$ cat src/rtl/reg_pc_stack.sv
// rtl/reg_pc_stack.sv - fetch-stage program counter with step, relative branch and return-address stack
module reg_pc_stack #(
   parameter int WIDTH       = 16,
   parameter int DEPTH       = 4,
   parameter int RESET_VALUE = 0,
   parameter int STEP        = 1
) (
   input  logic                         clk,
   input  logic                         reset,
   input  logic                         stall,
   input  logic                         inc,
   input  logic                         load_enable,
   input  logic                         rel_enable,
   input  logic                         call,
   input  logic                         ret,
   input  logic                         clear_err,
   input  logic [WIDTH-1:0]             data_in,
   input  logic [WIDTH-1:0]             offset,
   output logic [WIDTH-1:0]             data_out,
   output logic [$clog2(DEPTH+1)-1:0]   stack_depth,
   output logic                         stack_full,
   output logic                         stack_empty,
   output logic                         overflow_err,
   output logic                         underflow_err
);

   // Depth counter must represent 0..DEPTH inclusive; the array index only 0..DEPTH-1.
   localparam int DW = $clog2(DEPTH + 1);
   localparam int AW = (DEPTH > 1) ? $clog2(DEPTH) : 1;

   localparam logic [WIDTH-1:0] STEP_W  = WIDTH'(STEP);
   localparam logic [WIDTH-1:0] RESET_W = WIDTH'(RESET_VALUE);
   localparam logic [DW-1:0]    DEPTH_W = DW'(DEPTH);
   localparam logic [DW-1:0]    ONE_D   = DW'(1);

   logic [WIDTH-1:0] pc_q;
   logic [WIDTH-1:0] pc_d;
   logic [DW-1:0]    depth_q;
   logic [DW-1:0]    depth_d;
   logic             ovf_q;
   logic             ovf_d;
   logic             udf_q;
   logic             udf_d;

   logic             push_en;
   logic [WIDTH-1:0] push_data;
   logic [AW-1:0]    push_idx;
   logic [AW-1:0]    pop_idx;
   logic             full;
   logic             empty;

   // Array is rounded up to a power of two so the index width matches exactly;
   // entries at or above DEPTH are never written or read.
   logic [WIDTH-1:0] stack_mem [2**AW];

   assign full     = (depth_q == DEPTH_W);
   assign empty    = (depth_q == '0);
   // Push only happens when not full, so depth_q < DEPTH fits in AW bits.
   assign push_idx = depth_q[AW-1:0];
   // Pop only happens when not empty, so depth_q - 1 is a valid entry.
   assign pop_idx  = AW'(depth_q - ONE_D);

   // Next-state decode: stall freezes everything, otherwise one command by priority.
   always_comb begin
      pc_d      = pc_q;
      depth_d   = depth_q;
      ovf_d     = ovf_q;
      udf_d     = udf_q;
      push_en   = 1'b0;
      push_data = pc_q + STEP_W;

      if (!stall) begin
         // Clearing first lets a flag set later in this block win over the clear.
         if (clear_err) begin
            ovf_d = 1'b0;
            udf_d = 1'b0;
         end

         if (ret) begin
            if (!empty) begin
               pc_d    = stack_mem[pop_idx];
               depth_d = depth_q - ONE_D;
            end else begin
               udf_d = 1'b1;
            end
         end else if (call) begin
            if (!full) begin
               push_en = 1'b1;
               pc_d    = data_in;
               depth_d = depth_q + ONE_D;
            end else begin
               ovf_d = 1'b1;
            end
         end else if (load_enable) begin
            pc_d = data_in;
         end else if (rel_enable) begin
            // offset is already WIDTH bits; modular add gives two's-complement branch.
            pc_d = pc_q + offset;
         end else if (inc) begin
            pc_d = pc_q + STEP_W;
         end
      end
   end

   // PC, depth and sticky flags; asynchronous reset abandons any in-flight command.
   always_ff @(posedge clk or posedge reset) begin
      if (reset) begin
         pc_q    <= RESET_W;
         depth_q <= '0;
         ovf_q   <= 1'b0;
         udf_q   <= 1'b0;
      end else begin
         pc_q    <= pc_d;
         depth_q <= depth_d;
         ovf_q   <= ovf_d;
         udf_q   <= udf_d;
      end
   end

   // Return-address storage; contents need no reset because depth gates every read.
   always_ff @(posedge clk) begin
      if (push_en && !reset) begin
         stack_mem[push_idx] <= push_data;
      end
   end

   assign data_out      = pc_q;
   assign stack_depth   = depth_q;
   assign stack_full    = full;
   assign stack_empty   = empty;
   assign overflow_err  = ovf_q;
   assign underflow_err = udf_q;

endmodule
$ cat config.mk
export PLATFORM = sky130hd
export DESIGN_NAME = reg_pc_stack
export DESIGN_NICKNAME = d
export VERILOG_FILES = /design/src/rtl/reg_pc_stack.sv
export SDC_FILE = /design/constraint.sdc
export NUM_CORES = 1
export LEC_CHECK = 0
export ABC_AREA = 1
export CAP_MARGIN = 15
export CORE_ASPECT_RATIO = 0.8
export CORE_MARGIN = 1
export CORE_UTILIZATION = 60
export DETAILED_ROUTE_END_ITERATION = 12
export MAX_ROUTING_LAYER = met4
export PLACE_DENSITY = 0.86
export SYNTH_ARGS = -nofsm -noshare
export SYNTH_HDL_FRONTEND = slang
export SYNTH_SLANG_ARGS = --single-unit
$ cat constraint.sdc
create_clock -name clk -period 3.99 [get_ports clk]
set_clock_uncertainty 0.1 [all_clocks]
set_input_delay 0.798 -clock clk [delete_from_list [all_inputs] [get_ports clk]]
set_output_delay 0.798 -clock clk [all_outputs]
set_load 0.01 [all_outputs]
==> run_results.csv, run 1 <==
group,metric,value,unit
outcome,status,"complete, no violations",
clock_tree,htreeDepth,3,
clock_tree,cts.sinks,85,
setup_path,cp_top_family,"buffers and inverters",
sta,hold_violations,0,
clock_tree,clkLatencyLatePin,0.36,ns
pwr,peakVddDrop,0.0003524,V
setup_path,start_kind,"input port",
sta,maxSlewHeadroom,0.5851,
placed_design,dpl.hpwl,9425,µm
placed_design,placed_area,0.005764,mm²
floorplan,die_h,83.79,µm
setup_path,end_kind,"flip-flop",
clock_tree,cts_made_buffers,9,
floorplan,coreArea,0.008019,mm²
detailed_routing,firstDrtPassIters,5,
setup_path,cp_data_required_time,4.17,ns
sta,setup_viol,0,
sta,fin_crit_sh,0.6916,
setup_path,crit_buf_inv,3,
placed_design,place_congestion,0.9875,
clock_tree,cts_tree,"built",
clock_tree,path_clk_slew,0.09,ns
detailed_routing,vias,4474,
finish,stdcell_area,0.005986,mm²
global_route,grt_max_degree,36,
global_route,grtUsageTotal,0.3205,
clock_tree,cts_resized,0,
detailed_routing,wl_per_cell,16.99,µm
finish,layout-drive-gt1-share,0.08232,
placed_design,dp_slack,0.9588,ns
setup_path,cp.arrival,2.94,ns
finish,final_common_cell,"nand2_1",
pwr,p_leak,0.002588,µW
synth,ys_seq_area_frac,0.4878,
clock_tree,clockBufferDepth,2,
sta,setup_ws,1.231,ns
synth,syn_area,0.005017,mm²
detailed_routing,drcViolationCount,0,
setup_path,path_cells,"clkdlybuf4s50_1, buf_4, nor4_2, nor2_2, inv_2, a21oi_1, o21ai_0, o21ai_0",
synth,synth-seq-cells,85,
synth,ys_types,41,
clock_tree,postCtsHoldBufs,0,
clock_tree,post_cts_buffers,0,
synth,postSynthCellCount,587,
setup_path,path_common_cell,"o21ai_0",
synth,synth_warnings,0,
synth,synth-edff-count,64,
floorplan,die_w,104.2,µm
placed_design,io_buffers,63,
setup_path,critical_path.max_stage_delay,0.59,ns
finish,nets,715,
finish,areaGrowthSynthToFinish,19.30,%
sta,fmax,362.4,MHz
finish,layout_common_cells,"128 x nand2_1, 64 x edfxtp_1, 63 x clkdlybuf4s50_1",
detailed_routing,drt-total-wl,12980,µm
global_route,grt_pass1_wl,20760,µm
setup_path,critical_path.max_fanout,20,
finish,antennaDiodeCount,0,
synth,async_flop_share,0.2471,
clock_tree,cts_root_buf,"clkbuf_8",
detailed_routing,vias_per_cell,5.856,
setup_path,critPathKind,"in -> reg",
floorplan,initial_core_util,0.6257,
sta,tns,0,ns
pwr,pwr_density_cell,708.0,mW/mm²
floorplan,io_pins,64,
min_path,hold_class,"reg -> reg",
sta,slew_viol_final,0,
setup_path,slowest_stage,"clkdlybuf4s50_1",
global_route,grt_pass1_vias,4193,
global_route,antenna_found_initial,0,
synth,ys.flop_type,"edfxtp_1",
floorplan,die_area,0.008734,mm²
sta,worstMarginPinSlew,0.6217,ns
sta,period_needed,2.759,ns
synth,syn_area_per_cell,8.547,µm²
finish,final_cells,764,
synth,syn_nets,651,
floorplan,rows,29,
detailed_routing,antenna_left,0,
global_route,gr-total-overflow,0,
sta,rsz0062_at_grt,"no",
placed_design,place_inst,748,
detailed_routing,dr.first_iter.drc_count,385,
flow_run,cap_viol_max_count,0,
cell families after synthesis:
family | Yosys count | share of synthesized area
buf+inv | 85 | 0.06658
xor+xnor | 16 | 0.02943
fa+ha+maj | 23 | 0.05885
simple gates | 247 | 0.2170
flops | 85 | 0.4878
compound gates | 131 | 0.1404
area by class of cell:
type                            instances  area (µm²)
Clock buffer                            9       123.9
Tap cell                              108       135.1
Multi-Input combinational cell        417        2236
Fill cell                             574        2033
Inverter                               66       247.7
Sequential cell                        85        2447
Clock inverter                          7       97.59
Timing Repair Buffer                   72       698.2
final timing paths:
kind / startpoint / end / slack (ns) / cells after the start
max in group asynchronous: reset / data_out[7] / 2.75 / 3
worst min-delay path: underflow_err / underflow_err / 0.44 / 2
worst max-delay path: ret / data_out[0] / 1.23 / 8
worst max register to register: stack_depth[1] / data_out[0] / 1.46 / 12
worst min register to register: underflow_err / underflow_err / 0.44 / 2
min in group asynchronous: reset / underflow_err / 0.78 / 3
per-layer routing:
| layer | vias to the layer above | wire [µm] | part of all wire | track usage |
|---|---|---|---|---|
| met3 | 24 | 1324 | 0.10 | 0.07416 |
| met1 | 2087 | 5552 | 0.43 | 0.4454 |
| met2 | 256 | 5857 | 0.45 | 0.4697 |
| met5 | - | 0 | 0 | - |
| met4 | 0 | 244 | 0.019 | 0.1013 |
| li1 | 2107 | - | - | - |
power breakdown:
| group | total [µW] | switching, µW | internal, µW |
|---|---|---|---|
| sequential | 1410 | 215 | 1190 |
| clock | 672 | 317 | 356 |
| combinational | 2160 | 1360 | 801 |
| total | 4240 | 1890 | 2350 |
metrics by stage:
step	utilization	hold slack, ns	power [µW]
2_1_floorplan	-	0.4394	2761
3_3_place_gp	0.7188	0.3980	3465
3_5_place_dp	0.7188	0.4067	3522
4_1_cts	0.7465	0.4312	4190
5_1_grt	0.7465	0.4838	4509
6_report	0.7465	0.4378	4238
worst register-to-register path: cells and delay by family (launching register included):
| family | cells | cell delay (ns) |
|---|---|---|
| adders and majority gates | 2 | 0.42 |
| and+or+nand+nor | 4 | 0.73 |
| DFF | 1 | 0.39 |
| buffers and inverters | 3 | 0.41 |
| AOI/OAI and AO/OA | 3 | 0.39 |
state kept, by name, summed over array words and instances, names as in the netlist:
signal and count:
data_out 16, overflow_err 1, stack_depth 3, stack_mem 64
underflow_err 1
synth_stat cells (all sizes together) (3+ instances only):
| cell type | n | share of area |
|---|---|---|
| nand4 | 5 | 0.0062 |
| nand2 | 136 | 0.11 |
| o221ai | 4 | 0.0070 |
| o21ai | 77 | 0.077 |
| dfrtp | 21 | 0.10 |
| nand3 | 34 | 0.034 |
| nor2 | 62 | 0.055 |
| buf | 9 | 0.0097 |
| nor3 | 5 | 0.0072 |
| or2 | 3 | 0.0037 |
| inv | 65 | 0.049 |
| a21oi | 33 | 0.034 |
| ha | 22 | 0.055 |
| o22ai | 11 | 0.014 |
| xor2 | 14 | 0.026 |
| edfxtp | 64 | 0.38 |
| clkbuf | 10 | 0.0075 |
Note: power is estimated with default switching activity, not from simulation.
==> run 2, diff against run 1 <==
--- a/config.mk
+++ b/config.mk
@@ -9,10 +9,10 @@
 export CAP_MARGIN = 15
 export CORE_ASPECT_RATIO = 0.8
 export CORE_MARGIN = 1
-export CORE_UTILIZATION = 60
+export CORE_UTILIZATION = 56
 export DETAILED_ROUTE_END_ITERATION = 12
 export MAX_ROUTING_LAYER = met4
-export PLACE_DENSITY = 0.86
+export PLACE_DENSITY = 0.81
 export SYNTH_ARGS = -nofsm -noshare
 export SYNTH_HDL_FRONTEND = slang
 export SYNTH_SLANG_ARGS = --single-unit
==> constraint.sdc (replaced) <==
create_clock -name clk -period 2.8 [get_ports clk]
set_clock_uncertainty 0.1 [all_clocks]
set_input_delay 0.56 -clock clk [delete_from_list [all_inputs] [get_ports clk]]
set_output_delay 0.56 -clock clk [all_outputs]
set_load 0.01 [all_outputs]
==> run_results.csv, run 2 (synthesis gave the netlist of run 1 again) <==
group,metric,value,unit
finish,areaGrowthSynthToFinish,20.07,%
sta,period_needed,2.573,ns
floorplan,die_w,107.8,µm
detailed_routing,dr.first_iter.drc_count,389,
detailed_routing,antenna_left,0,
floorplan,die_area,0.009344,mm²
detailed_routing,drt-total-wl,13080,µm
clock_tree,cts_root_buf,"clkbuf_8",
floorplan,rows,30,
floorplan,initial_core_util,0.5837,
detailed_routing,wl_per_cell,16.92,µm
pwr,peakVddDrop,0.0005212,V
sta,maxSlewHeadroom,0.5429,
detailed_routing,vias_per_cell,5.739,
clock_tree,htreeDepth,3,
clock_tree,cts_made_buffers,9,
sta,worstMarginPinSlew,0.6850,ns
pwr,pwr_density_cell,999.6,mW/mm²
sta,rsz0062_at_grt,"no",
floorplan,io_pins,64,
flow_run,cap_viol_max_count,0,
sta,slew_viol_final,0,
clock_tree,clockBufferDepth,2,
placed_design,dpl.hpwl,9434,µm
detailed_routing,firstDrtPassIters,5,
clock_tree,clkLatencyLatePin,0.35,ns
global_route,grt_pass1_wl,20230,µm
floorplan,coreArea,0.008596,mm²
sta,fin_hold_ws,0.4634,ns
finish,layout_common_cells,"128 x nand2_1, 64 x edfxtp_1, 63 x clkdlybuf4s50_1",
setup_path,start_kind,"flip-flop",
clock_tree,path_clk_slew,0.08,ns
finish,largest_register_ffs,64,
global_route,grt_pass1_vias,4106,
clock_tree,cts.sinks,85,
setup_path,path_cells,"inv_1, ha_1, ha_1, clkdlybuf4s50_1",
setup_path,critical_path.max_stage_delay,0.56,ns
clock_tree,postCtsHoldBufs,0,
sta,hold_violations,0,
finish,final_common_cell,"nand2_1",
setup_path,critPathKind,"reg -> out",
min_path,hold_class,"reg -> reg",
clock_tree,cts_resized,0,
sta,fin_crit_sh,0.9189,
setup_path,path_common_cell,"ha_1",
global_route,gr-total-overflow,0,
setup_path,cp.arrival,1.91,ns
sta,fmax,388.7,MHz
finish,nets,720,
pwr,p_leak,0.002613,µW
setup_path,cp_top_family,"buffers and inverters",
placed_design,place_congestion,0.9601,
setup_path,end_kind,"output pin",
detailed_routing,vias,4436,
finish,antennaDiodeCount,0,
floorplan,die_h,86.66,µm
finish,layout-drive-gt1-share,0.08623,
clock_tree,cts_tree,"built",
sta,setup_ws,0.2272,ns
placed_design,dp_slack,0.07519,ns
setup_path,critical_path.max_fanout,4,
sta,setup_viol,0,
global_route,antenna_found_initial,0,
outcome,status,"complete, no violations",
finish,regMostFlops,"stack_mem",
setup_path,crit_buf_inv,2,
global_route,grtUsageTotal,0.2999,
clock_tree,post_cts_buffers,0,
setup_path,cp_data_required_time,2.14,ns
setup_path,slowest_stage,"clkdlybuf4s50_1",
finish,final_core_util,0.7009,
placed_design,io_buffers,63,
detailed_routing,drcViolationCount,0,
global_route,grt_max_degree,36,
run 2: cell count changes in the layout (fill, tap and decap cells not counted):
| cell | previous run | this run |
|---|---|---|
| buf_4 | 9 | 14 |
| clkbuf_1 | 0 | 2 |
| inv_6 | 2 | 0 |
| clkbuf_8 | 9 | 10 |
| clkinvlp_4 | 2 | 1 |
run 2: cell type report:
class | count | area, µm²
repair buffers | 77 | 735.7
clock buffers | 12 | 145.1
inverters | 66 | 247.7
multi-input cells | 417 | 2236
fillers | 690 | 2571
clock inverters | 4 | 72.57
flip-flops and latches | 85 | 2447
well taps | 112 | 140.1
run 2: worst paths after layout:
kind | from | to | slack (ns) | cells past startpoint
max reg2reg | stack_depth[1] | data_out[2] | 0.33 | 12
max in group asynchronous | reset | data_out[6] | 1.79 | 3
max | stack_depth[1] | stack_full | 0.23 | 4
min | overflow_err | overflow_err | 0.46 | 2
min in group asynchronous | reset | stack_depth[2] | 0.56 | 3
min reg2reg | overflow_err | overflow_err | 0.46 | 2
run 2: tightest hold or removal path, stage by stage, from the launching register on:
cell     delay, ns
dfrtp_1       0.36
o21ai_0       0.09
o21ai_0       0.07
run 2: through the flow:
stage | total power, µW | cell area, µm² | instances | TNS, ns
2_1_floorplan | 3935 | 5017 | 587 | -1.247
5_1_grt | 6413 | 6025 | 773 | 0
3_5_place_dp | 5064 | 5807 | 757 | 0
3_3_place_gp | 4929 | 5807 | 757 | 0
6_report | 6022 | 6025 | 773 | 0
4_1_cts | 6003 | 6025 | 773 | 0
run 2: power breakdown:
group	switching (µW)	internal, µW
clock network	404	526
registers	310	1700
logic	1920	1160
total	2630	3390
run 2: layer usage:
layer  vias to the layer above  GRT usage  routed length [µm]
li1                       2122          -                   -
met1                      2050     0.3877                5399
met2                       243     0.4784                6187
met3                        21    0.06541                1280
met4                         0    0.08593                 213
met5                         -          -                   0
